$ cat config.mk
export PLATFORM = sky130hd
export DESIGN_NAME = roi_crop
export DESIGN_NICKNAME = d
export VERILOG_FILES = /design/src/rtl/roi_crop.sv
export SDC_FILE = /design/constraint.sdc
export NUM_CORES = 1
export LEC_CHECK = 0
export CAP_MARGIN = 20
export CORE_ASPECT_RATIO = 2
export CORE_UTILIZATION = 50
export CTS_CLUSTER_DIAMETER = 60
export DETAILED_ROUTE_END_ITERATION = 10
export HOLD_SLACK_MARGIN = 0.02
export PLACE_DENSITY = 0.75
export RECOVER_POWER = 100
export SLEW_MARGIN = 20
export SYNTH_ARGS = -nofsm -noshare
export SYNTH_HDL_FRONTEND = slang
export SYNTH_SLANG_ARGS = --single-unit
$ cat constraint.sdc
create_clock -name clk_i -period 2.8 [get_ports clk_i]
set_clock_uncertainty 0.05 [all_clocks]
set_input_delay 0.56 -clock clk_i [delete_from_list [all_inputs] [get_ports clk_i]]
set_output_delay 0.56 -clock clk_i [all_outputs]
set_load 0.005 [all_outputs]
$ cat src/rtl/roi_crop.sv
// Streaming ROI cropper: forwards raster pixels inside an inclusive rectangle latched at sof.
// Optional output statistics on pix_cnt_o are built when ROI_CROP_STATS_EN is defined.
//
// state     | meaning
// ST_IDLE   | after reset, no frame seen yet; drop beats until sof
// ST_ACTIVE | inside a frame, forward in-ROI beats
// ST_DRAIN  | ROI complete or empty; drop beats until next sof
module roi_crop #(
    parameter int PIX_W   = 8,
    parameter int COORD_W = 16
) (
    input  logic             clk_i,
    input  logic             arst_i,
    input  logic [31:0]      xy_0_i,
    input  logic [31:0]      xy_1_i,
    input  logic             s_valid_i,
    output logic             s_ready_o,
    input  logic [PIX_W-1:0] s_data_i,
    input  logic             s_sof_i,
    input  logic             s_eol_i,
    output logic             m_valid_o,
    input  logic             m_ready_i,
    output logic [PIX_W-1:0] m_data_o,
    output logic             m_sof_o,
    output logic             m_eol_o,
    output logic             frame_done_o,
    output logic [31:0]      pix_cnt_o
);

    typedef enum logic [1:0] {
        ST_IDLE   = 2'd0,
        ST_ACTIVE = 2'd1,
        ST_DRAIN  = 2'd2
    } state_t;

    state_t state_q;

    logic [COORD_W-1:0] x0_q, y0_q, x1_q, y1_q;
    logic [COORD_W-1:0] x_q, y_q;
    logic [COORD_W-1:0] ex0, ey0, ex1, ey1;
    logic [COORD_W-1:0] cur_x, cur_y, nxt_x, nxt_y;
    logic               accept, live, roi_empty, in_roi, at_end, fwd, done_evt;

    assign s_ready_o = arst_i & (~m_valid_o | m_ready_i);
    assign accept    = s_valid_i & s_ready_o;

    // A sof beat sits at (0,0) and is judged against the corners it is latching.
    assign ex0   = s_sof_i ? xy_0_i[COORD_W-1:0]    : x0_q;
    assign ey0   = s_sof_i ? xy_0_i[16 +: COORD_W]  : y0_q;
    assign ex1   = s_sof_i ? xy_1_i[COORD_W-1:0]    : x1_q;
    assign ey1   = s_sof_i ? xy_1_i[16 +: COORD_W]  : y1_q;
    assign cur_x = s_sof_i ? '0 : x_q;
    assign cur_y = s_sof_i ? '0 : y_q;

    assign roi_empty = (ex0 > ex1) | (ey0 > ey1);
    assign in_roi    = (cur_x >= ex0) & (cur_x <= ex1) & (cur_y >= ey0) & (cur_y <= ey1);
    assign at_end    = (cur_x == ex1) & (cur_y == ey1);
    assign live      = s_sof_i | (state_q == ST_ACTIVE);
    assign fwd       = accept & live & ~roi_empty & in_roi;
    assign done_evt  = accept & live & (roi_empty ? s_sof_i : at_end);

    assign nxt_x = s_eol_i ? '0
                 : ((cur_x == '1) ? cur_x : cur_x + COORD_W'(1));
    assign nxt_y = s_eol_i ? ((cur_y == '1) ? cur_y : cur_y + COORD_W'(1))
                 : cur_y;

    always_ff @(posedge clk_i or negedge arst_i) begin
        if (!arst_i) begin
            state_q      <= ST_IDLE;
            x0_q         <= '0;
            y0_q         <= '0;
            x1_q         <= '0;
            y1_q         <= '0;
            x_q          <= '0;
            y_q          <= '0;
            frame_done_o <= 1'b0;
        end else begin
            frame_done_o <= done_evt;
            if (accept) begin
                x_q <= nxt_x;
                y_q <= nxt_y;
                if (s_sof_i) begin
                    x0_q    <= ex0;
                    y0_q    <= ey0;
                    x1_q    <= ex1;
                    y1_q    <= ey1;
                    state_q <= done_evt ? ST_DRAIN : ST_ACTIVE;
                end else if (state_q == ST_ACTIVE && at_end) begin
                    state_q <= ST_DRAIN;
                end
            end
        end
    end

    always_ff @(posedge clk_i or negedge arst_i) begin
        if (!arst_i) begin
            m_valid_o <= 1'b0;
            m_data_o  <= '0;
            m_sof_o   <= 1'b0;
            m_eol_o   <= 1'b0;
        end else if (fwd) begin
            m_valid_o <= 1'b1;
            m_data_o  <= s_data_i;
            m_sof_o   <= (cur_x == ex0) & (cur_y == ey0);
            m_eol_o   <= (cur_x == ex1) | s_eol_i;
        end else if (m_ready_i) begin
            m_valid_o <= 1'b0;
        end
    end

`ifdef ROI_CROP_STATS_EN
    logic [31:0] beat_cnt_q;
    logic        last_q;
    logic        xfer;

    assign xfer = m_valid_o & m_ready_i;

    // last_q marks that the output register holds the (x1,y1) beat.
    always_ff @(posedge clk_i or negedge arst_i) begin
        if (!arst_i) begin
            beat_cnt_q <= '0;
            last_q     <= 1'b0;
            pix_cnt_o  <= '0;
        end else begin
            if (fwd)
                last_q <= at_end;
            else if (m_ready_i)
                last_q <= 1'b0;

            if (accept && s_sof_i)
                beat_cnt_q <= '0;
            else if (xfer)
                beat_cnt_q <= beat_cnt_q + 32'd1;

            if (accept && s_sof_i && roi_empty)
                pix_cnt_o <= '0;
            else if (xfer && last_q)
                pix_cnt_o <= beat_cnt_q + 32'd1;
        end
    end
`else
    assign pix_cnt_o = '0;
`endif

endmodule

Yosys cells after proc, flatten, opt, wreduce, memory -nomap -nowiden
Index checks and enable logic that the tools add are counted.
{"block": "word_totals", "inputBits": 78, "regBits": 110, "wordCells": 65, "output_inout_bits": 45}
{"block": "classes", "n_bitwise": 17, "n_addsub": 2, "reduce_logical": 5, "order_cmp": 6, "mux": 16, "eq_ne": 7}
{"cell": "two-way mux 16 bit", "count": 10}
{"cell": "== test 16 bit", "count": 4}
{"cell": "adder 16 x 1 -> 16 bit (second input constant)", "count": 2}
{"cell": "== test 16 bit (second input constant)", "count": 2}
{"cell": "greater-or-equal comparator 16 bit", "count": 2}
{"cell": "greater-than comparator 16 bit", "count": 2}
{"cell": "less-or-equal comparator 16 bit", "count": 2}
{"cell": "bitwise AND 1 bit", "count": 11}
{"cell": "two-way mux 2 bit", "count": 3}
{"cell": "OR 1 bit", "count": 4}
{"cell": "AND reduction 2 bit", "count": 2}
{"cell": "nonzero test 2 bit", "count": 2}
{"cell": "two-way mux 1 bit", "count": 3}
{"cell": "== test 2 x 1 -> 1 bit (second input constant)", "count": 1}
{"cell": "NOT 1 bit", "count": 2}
{"cell": "logical AND 1 bit", "count": 1}

Longest topological paths before layout
Gate-level depths: netlist (run 1).
{"block": "logic_depth", "ltp_word": 8, "mapped_depth": 13, "depth_no_buf": 10}

Worst setup path before layout (run 1)
Ideal clock, no wire load.
{"block": "synth_path", "path_kind": "input port to flip-flop", "start": "input s_sof_i", "end": "register m_data_o[0]", "n_path_buf": 4, "cell_stages": 13, "path_slack_ps": -1589, "setup_ps": 125, "required_time_ps": 2625, "arrival_time_ps": 4215, "cell_sequence": "buf_6 clkbuf_1 buf_1 buf_1 mux2i_1 ha_1 a21oi_1 nand2_1 a221o_1 a211oi_1 o22ai_1 a2111oi_4 mux2_2"}
{"block": "synth_between", "elab_chain_cells": 6, "word_cells_on_any_way": 21}
{"element": "start: declaration", "line_no": "19", "source": "input logic s_sof_i,"}
{"element": "two-way mux 16 bit (on tied branches)"}
{"element": "greater-or-equal comparator 16 bit, or another cell as far along", "line_no": "56", "source": "assign in_roi = (cur_x >= ex0) & (cur_x <= ex1) & (cur_y >= ey0) & (cur_y <= ey1);"}
{"element": "bitwise AND 1 bit / OR 1 bit (equally long branches)", "line_no": "56, 55"}
{"element": "bitwise AND 1 bit / NOT 1 bit (equally long branches)", "line_no": "56, 59"}
{"element": "bitwise AND 1 bit (on tied branches)", "line_no": "56, 59"}
{"element": "bitwise AND 1 bit (*)", "line_no": "59", "source": "assign fwd = accept & live & ~roi_empty & in_roi;"}
{"element": "end signal: assignment", "line_no": "103", "source": "m_data_o <= s_data_i;"}
{"element": "end: declaration", "line_no": "23", "source": "output logic [PIX_W-1:0] m_data_o,"}
Every way passes the cells marked *; elsewhere a longest branch is shown, timed or not.
A chain may end at the register's enable or synchronous reset.

Final worst setup path (run 1)
{"block": "layout_path", "start": "input s_sof_i", "end": "register m_data_o[5]"}
{"block": "layout_between", "elab_chain_cells": 6, "word_cells_on_any_way": 21}
{"element": "two-way mux 16 bit (*)", "line_no": "49", "source": "assign ey0 = s_sof_i ? xy_0_i[16 +: COORD_W] : y0_q;"}
{"element": "net ey0[4]", "line_no": "40", "source": "logic [COORD_W-1:0] ex0, ey0, ex1, ey1;"}
{"element": "greater-than comparator 16 bit", "line_no": "55", "source": "assign roi_empty = (ex0 > ex1) | (ey0 > ey1);"}
{"element": "OR 1 bit", "line_no": "55"}
{"element": "NOT 1 bit", "line_no": "59"}
{"element": "bitwise AND 1 bit", "line_no": "59"}
{"element": "bitwise AND 1 bit (*)", "line_no": "59"}
Mark *: on every way through the listed nets, which the timed path passes. The rest lies on a longest branch.

==> results.json, run 1 <==
{
  "drt-wirelength-per-cell_um": 24.0,
  "drt_iter0_drc": 476,
  "hold_viol": 0,
  "worstReg2RegStart": "y0_q[4]",
  "leakagePower_nw": 5.70,
  "die_w_um": 91.6,
  "post-route-period-util": 1.23,
  "avgViaCountPerCell": 6.24,
  "end_kind": "register",
  "track_usage": 0.328,
  "p_per_area_nw_per_um2": 455,
  "violations": "capacitance limit, slew limit, setup timing",
  "crit_end": "m_data_o[5]",
  "p_sw_frac": 0.354,
  "num_vias": 7979,
  "yosysSeqAreaShare": 0.343,
  "fin_ws_ns": -0.635,
  "cp_data_required_time_ns": 3.01,
  "clkLatencyLatePin_ns": 0.38,
  "async_flop_share": 1.00,
  "fin_tns_setup_ns": -7.35,
  "port_buffers": 90,
  "syn-cell-area_sq_um": 8030,
  "synth-edff-count": 0,
  "rsz0062_at_grt": "true",
  "min_path_type": "in2reg",
  "cts_made_buffers": 9,
  "row_count": 65,
  "vdd_drop_max_uv": 392,
  "p_sw_mw": 1.95,
  "clk_pin_slew_worst_paths_ns": 0.08,
  "worstPathArrival_ns": 3.64,
  "timing.setup.critical_path_class": "in2reg",
  "ant_nets": 0,
  "r2r_cells": 13,
  "combPwrFrac": 0.399,
  "yosysWarnings": 0,
  "max_freq_mhz": 291,
  "grt_pass1_wl_um": 40900,
  "antenna_found_initial": 0,
  "max_slew_margin": -0.150,
  "antenna_cells": 0,
  "intPower_mw": 3.56,
  "crit_start": "s_sof_i",
  "drc": 0,
  "drive_gt1_frac": 0.396,
  "fill_cells": 944,
  "regToRegSetupSlack_ns": -0.50,
  "setup_viol": 15,
  "avgSynthCellArea_sq_um": 10.1,
  "maxSlewViolCount": 31,
  "start_kind": "primary input",
  "num_io_pins": 123,
  "wl_um": 30700,
  "design_area_sq_um": 12100,
  "dieArea_sq_um": 16600,
  "cts_num_sinks": 110,
  "grt_pass1_vias": 8094,
  "synth_cell_types": 59,
  "cts_root_buf": "clkbuf_16",
  "overflow": 0,
  "cp_max_fo": 7,
  "outcome": "finished, violations left",
  "p_clk_frac": 0.243,
  "place_congestion": 0.919,
  "cts_buffer_depth": 2,
  "die_y_um": 181,
  "grt_max_degree": 54,
  "fin_crit_ns": 3.43,
  "ys.flop_type": "dfrtp_1",
  "start_util": 0.509,
  "place_hpwl_um": 17300,
  "worst_pin_slew_ns": 1.73,
  "drv_cap": 2,
  "cts_tree": "done",
  "seq_power_share": 0.359,
  "placed_cell_area_sq_um": 10300,
  "htree_levels": 3,
  "syn_to_final_growth_pct": 50.9,
  "synth_cells": 797,
  "r2r-end": "m_data_o[5]",
  "drt-pass1-iter-count": 5,
  "ys_seq_elements": 110,
  "coreArea_sq_um": 15800,
  "nets": 1247,
  "place_worst_setup_slack_ns": -0.962
}
## layout by cell type (no fill, tap or decap), drive strengths merged, types with 14 or more instances in the layout
cell / instances
conb: 32
ha: 96
dlymetal6s2s: 16
inv: 48
dlygate4sd3: 14
nand3: 18
dlygate4sd2: 29
nor2b: 31
o21ai: 36
mux2i: 63
nor2: 20
dfrtp: 110
a21oi: 45
nand2: 56
clkbuf: 20
buf: 190
nand4: 30
mux2: 78
clkdlybuf4s50: 30
## cell type report
class                   instances  area [sq um]  area share
multi-input cells             616          5920       0.488
flip-flops and latches        110          2750       0.227
repair buffers                292          2730       0.225
well taps                     201           251      0.0208
clock buffers                   9           225      0.0186
inverters                      44           168      0.0138
clock inverters                 7          73.8     0.00609
## worst min-delay path by stage
stage	from	end	cells past startpoint
2_1_floorplan	arst_i	frame_done_o	0
3_3_place_gp	arst_i	m_valid_o	1
3_5_place_dp	arst_i	m_eol_o	1
4_1_cts	arst_i	x_q[15]	2
5_1_grt	xy_0_i[16]	y0_q[0]	2
6_report	xy_0_i[16]	y0_q[0]	2
## synth_stat cells (18+ instances only)
| cell | n | share of area |
|---|---|---|
| buf_4 | 32 | 0.030 |
| o21ai_0 | 35 | 0.022 |
| mux2i_1 | 63 | 0.079 |
| dfrtp_1 | 110 | 0.34 |
| a21oi_1 | 45 | 0.028 |
| inv_1 | 43 | 0.020 |
| nand2_1 | 56 | 0.026 |
| nor2_1 | 20 | 0.0093 |
| ha_1 | 96 | 0.15 |
| nand4_1 | 30 | 0.023 |
| mux2_2 | 78 | 0.11 |
| nor2b_1 | 31 | 0.024 |
| nand3_1 | 18 | 0.011 |
## metal layers
metal | track usage | share of wire | routed length (um)
met5 | 0 | 0 | 0
met4 | 0.276 | 0.10 | 3210
met3 | 0.0648 | 0.069 | 2120
met2 | 0.602 | 0.51 | 15600
met1 | 0.301 | 0.32 | 9770
## power by group through the flow
stage                     Clock, mW  Sequential (mW)  Combinational, mW
final                          1.34             1.98               2.20
after global routing           1.43             1.99               2.32
after CTS                      1.35             1.92               1.79
after detailed placement          0             1.93               1.53
after global placement            0             1.92               1.47
after floorplan                   0             1.90              0.897
## registers in the layout (all words and copies together), names as in the netlist, 2 cells and up
name and flops:
x0_q 16, x1_q 16, x_q 16, y0_q 16, y1_q 16, y_q 16, m_data_o 8, state_q 2
## kinds of logic after synthesis
| kind of cell | synth area share |
|---|---|
| buffers and inverters | 0.0637 |
| adders and majority gates | 0.150 |
| DFF | 0.343 |
| muxes | 0.188 |
| other | 0.000467 |
| AOI/OAI and AO/OA | 0.101 |
| and+or+nand+nor | 0.136 |
| xor gates and xnor gates | 0.0185 |
## through the flow
step,utilization,total power [mW],instances,hold slack [ns]
final,0.768,5.51,1279,0.441
after floorplan,-,2.80,828,0.214
after CTS,0.727,5.07,1264,0.245
after global placement,0.654,3.39,1224,0.349
after global routing,0.768,5.74,1279,0.454
after detailed placement,0.654,3.46,1224,0.350
## what timing repair did
item                                    in CTS  in global routing
cloned                                       8                  1
pin swaps                                   10                 32
hold buffers                                 1                  0
buffers inserted                            17                 20
endpoints found under the hold margin        2                  0
gates resized for setup                    128                111
endpoints found under the setup margin      14                 14
## critical path: stages
cell	delay, ns
buf_16	0.14
buf_16	0.15
mux2i_2	0.31
inv_1	0.10
ha_1	0.23
a21oi_2	0.17
o21ai_2	0.09
a221o_1	0.34
a211oi_2	0.33
o22ai_2	0.16
a2111oi_4	0.34
buf_4	0.20
buf_12	0.11
buf_16	0.11
mux2_4	0.29
Note: power is estimated with default switching activity, not from simulation.
==> run 2, diff against run 1 <==
--- a/config.mk
+++ b/config.mk
@@ -9,9 +9,10 @@
 export CORE_ASPECT_RATIO = 2
 export CORE_UTILIZATION = 50
 export CTS_CLUSTER_DIAMETER = 60
+export CTS_CLUSTER_SIZE = 40
 export DETAILED_ROUTE_END_ITERATION = 10
 export HOLD_SLACK_MARGIN = 0.02
-export PLACE_DENSITY = 0.75
+export PLACE_DENSITY = 0.81
 export RECOVER_POWER = 100
 export SLEW_MARGIN = 20
 export SYNTH_ARGS = -nofsm -noshare
==> run 2 against run 1 <==
- the run ends with setup timing left
- critical path type unchanged
- count of clock-buffer cells in the layout is 4 higher
- hold slack better by 0.0020 ns
- flip-flop and latch count is the same
- cell count down 1.0%
- register-to-register slack better by 0.11 ns
- global-route usage down 3.6 points
- largest cell class unchanged
- wire length fell by 21%
- power is 10% lower
- non-clock buffer count fell by 12
- sequential share of layout area is 1.6 points higher
- sequential power shrank 2%
- combinational power down 18%
==> results.json, run 2 (synthesized netlist as in run 1, its figures left out) <==
{
  "clkLatencyLatePin_ns": 0.36,
  "start_util": 0.509,
  "place_inst": 1227,
  "maxSlewViolCount": 0,
  "drive_gt1_frac": 0.337,
  "drv_cap": 0,
  "die_y_um": 181,
  "path_cells": "buf_16 > buf_12 > buf_12 > mux2i_4 > ha_4 > nand4_1 > nor4_4 > o31ai_2 > a31oi_2 > o21ai_2 > a2111oi_4 > buf_4 > clkbuf_16 > mux2_2",
  "track_usage": 0.291,
  "grt_pass1_wl_um": 37200,
  "violations": "setup timing",
  "wl_um": 24200,
  "fin_cells": 1266,
  "whs_ns": 0.443,
  "cts_root_buf": "clkbuf_16",
  "min_path_type": "reg2reg",
  "crit_buf_inv": 5,
  "die_w_um": 91.6,
  "setup_viol": 77,
  "ant_nets": 0,
  "avgViaCountPerCell": 5.71,
  "start_kind": "primary input",
  "p_per_area_nw_per_um2": 436,
  "overflow": 0,
  "antenna_found_initial": 1,
  "fin_ws_ns": -0.551,
  "hold_viol": 0,
  "cts_made_buffers": 9,
  "num_io_pins": 123,
  "drt-wirelength-per-cell_um": 19.1,
  "rsz0062_at_grt": "true",
  "cp_max_fo": 8,
  "grt_pass1_vias": 7795,
  "layout_common_cells": "172 x buf_4, 110 x dfrtp_1, 84 x ha_1",
  "leakagePower_nw": 5.39,
  "place_hpwl_um": 17700,
  "grt_max_degree": 57,
  "drc": 0,
  "end_kind": "register",
  "place_congestion": 0.936,
  "post-route-period-util": 1.20,
  "row_count": 65,
  "vdd_drop_max_uv": 303,
  "timing.setup.critical_path_class": "in2reg",
  "max_slew_margin": 0.493,
  "port_buffers": 90,
  "num_vias": 7223,
  "nets": 1235,
  "max_freq_mhz": 298,
  "coreArea_sq_um": 15800,
  "drt_iter0_drc": 316,
  "placed_cell_area_sq_um": 10300,
  "htree_levels": 3,
  "cts_buffer_depth": 2,
  "dieArea_sq_um": 16600,
  "fill_cells": 1101,
  "final_util": 0.718,
  "layout_commonest_cell": "buf_4",
  "cp_data_required_time_ns": 3.00,
  "syn_to_final_growth_pct": 41.0,
  "clk_pin_slew_worst_paths_ns": 0.07,
  "drt-pass1-iter-count": 5,
  "place_worst_setup_slack_ns": -1.01,
  "cts_tree": "done",
  "fin_crit_ns": 3.35,
  "worst_pin_slew_ns": 0.761,
  "crit_path_frequent_cell": "buf_12",
  "slowest_delay_ns": 0.38,
  "cp_slowest_cell": "nor4_4",
  "cts_num_sinks": 110,
  "crit_family": "buffers and inverters",
  "design_area_sq_um": 11300,
  "outcome": "finished, violations left",
  "worstPathArrival_ns": 3.55
}
-- run 2: changes by cell type in the layout (fill, tap and decap cells not counted), sizes merged --
cell	change
buf	-4
bufbuf	-2
clkbuf	-2
clkdlybuf4s50	+31
clkinv	-3
clkinvlp	+1
diode	+1
dlygate4sd2	-15
dlygate4sd3	-1
dlymetal6s2s	-15
inv	-4
-- run 2: where the power goes --
group | switching [mW] | internal, mW | leakage [nW] | total [mW]
logic | 0.844 | 0.957 | 3.88 | 1.80
clock network | 0.577 | 0.620 | 0.122 | 1.20
registers | 0.140 | 1.80 | 1.38 | 1.94
total | 1.56 | 3.38 | 5.39 | 4.94
-- run 2: cell type report --
class / instances / area, sq um / share of cell area
antenna: 1 / 2.50 / 0.000221
clock buffer: 13 / 250 / 0.0221
clock inverter: 1 / 7.51 / 0.000663
inverter: 44 / 165 / 0.0146
multi-input combinational: 616 / 5440 / 0.480
sequential: 110 / 2750 / 0.243
tap: 201 / 251 / 0.0222
timing repair buffer: 280 / 2460 / 0.217
-- run 2: per-layer routing --
layer	GRT usage	vias to the layer above	wire [um]	part of all wire
li1	-	3375	-	-
met1	0.267	3489	8050	0.33
met2	0.546	245	13300	0.55
met3	0.0320	114	749	0.031
met4	0.263	0	2090	0.086
met5	0	-	0	0
-- run 2: final timing paths --
| kind | startpoint | end | slack (ns) | depth (start not counted) |
|---|---|---|---|---|
| setup / recovery | s_sof_i | m_data_o[4] | -0.55 | 14 |
| hold / removal | state_q[1] | state_q[1] | 0.44 | 1 |
| setup reg to reg | x0_q[5] | m_data_o[4] | -0.39 | 12 |
| hold reg to reg | state_q[1] | state_q[1] | 0.44 | 1 |
| max in group asynchronous | arst_i | x1_q[15] | 0.33 | 4 |
| min in group asynchronous | arst_i | m_valid_o | 0.65 | 2 |
-- run 2: what timing repair did --
action,in CTS,in global routing
hold buffers,1,0
pin swaps,6,15
gates resized for setup,73,50
cloned,0,1
buffers inserted,14,8
endpoints found under the setup margin,21,22
hold endpoints to repair,2,0
-- run 2: through the flow --
stage	total power, mW	TNS [ns]
after floorplan	2.80	-9.12
after global placement	3.38	-17.23
after detailed placement	3.46	-18.22
after CTS	4.84	-4.46
after global routing	5.19	-18.18
final	4.94	-7.49
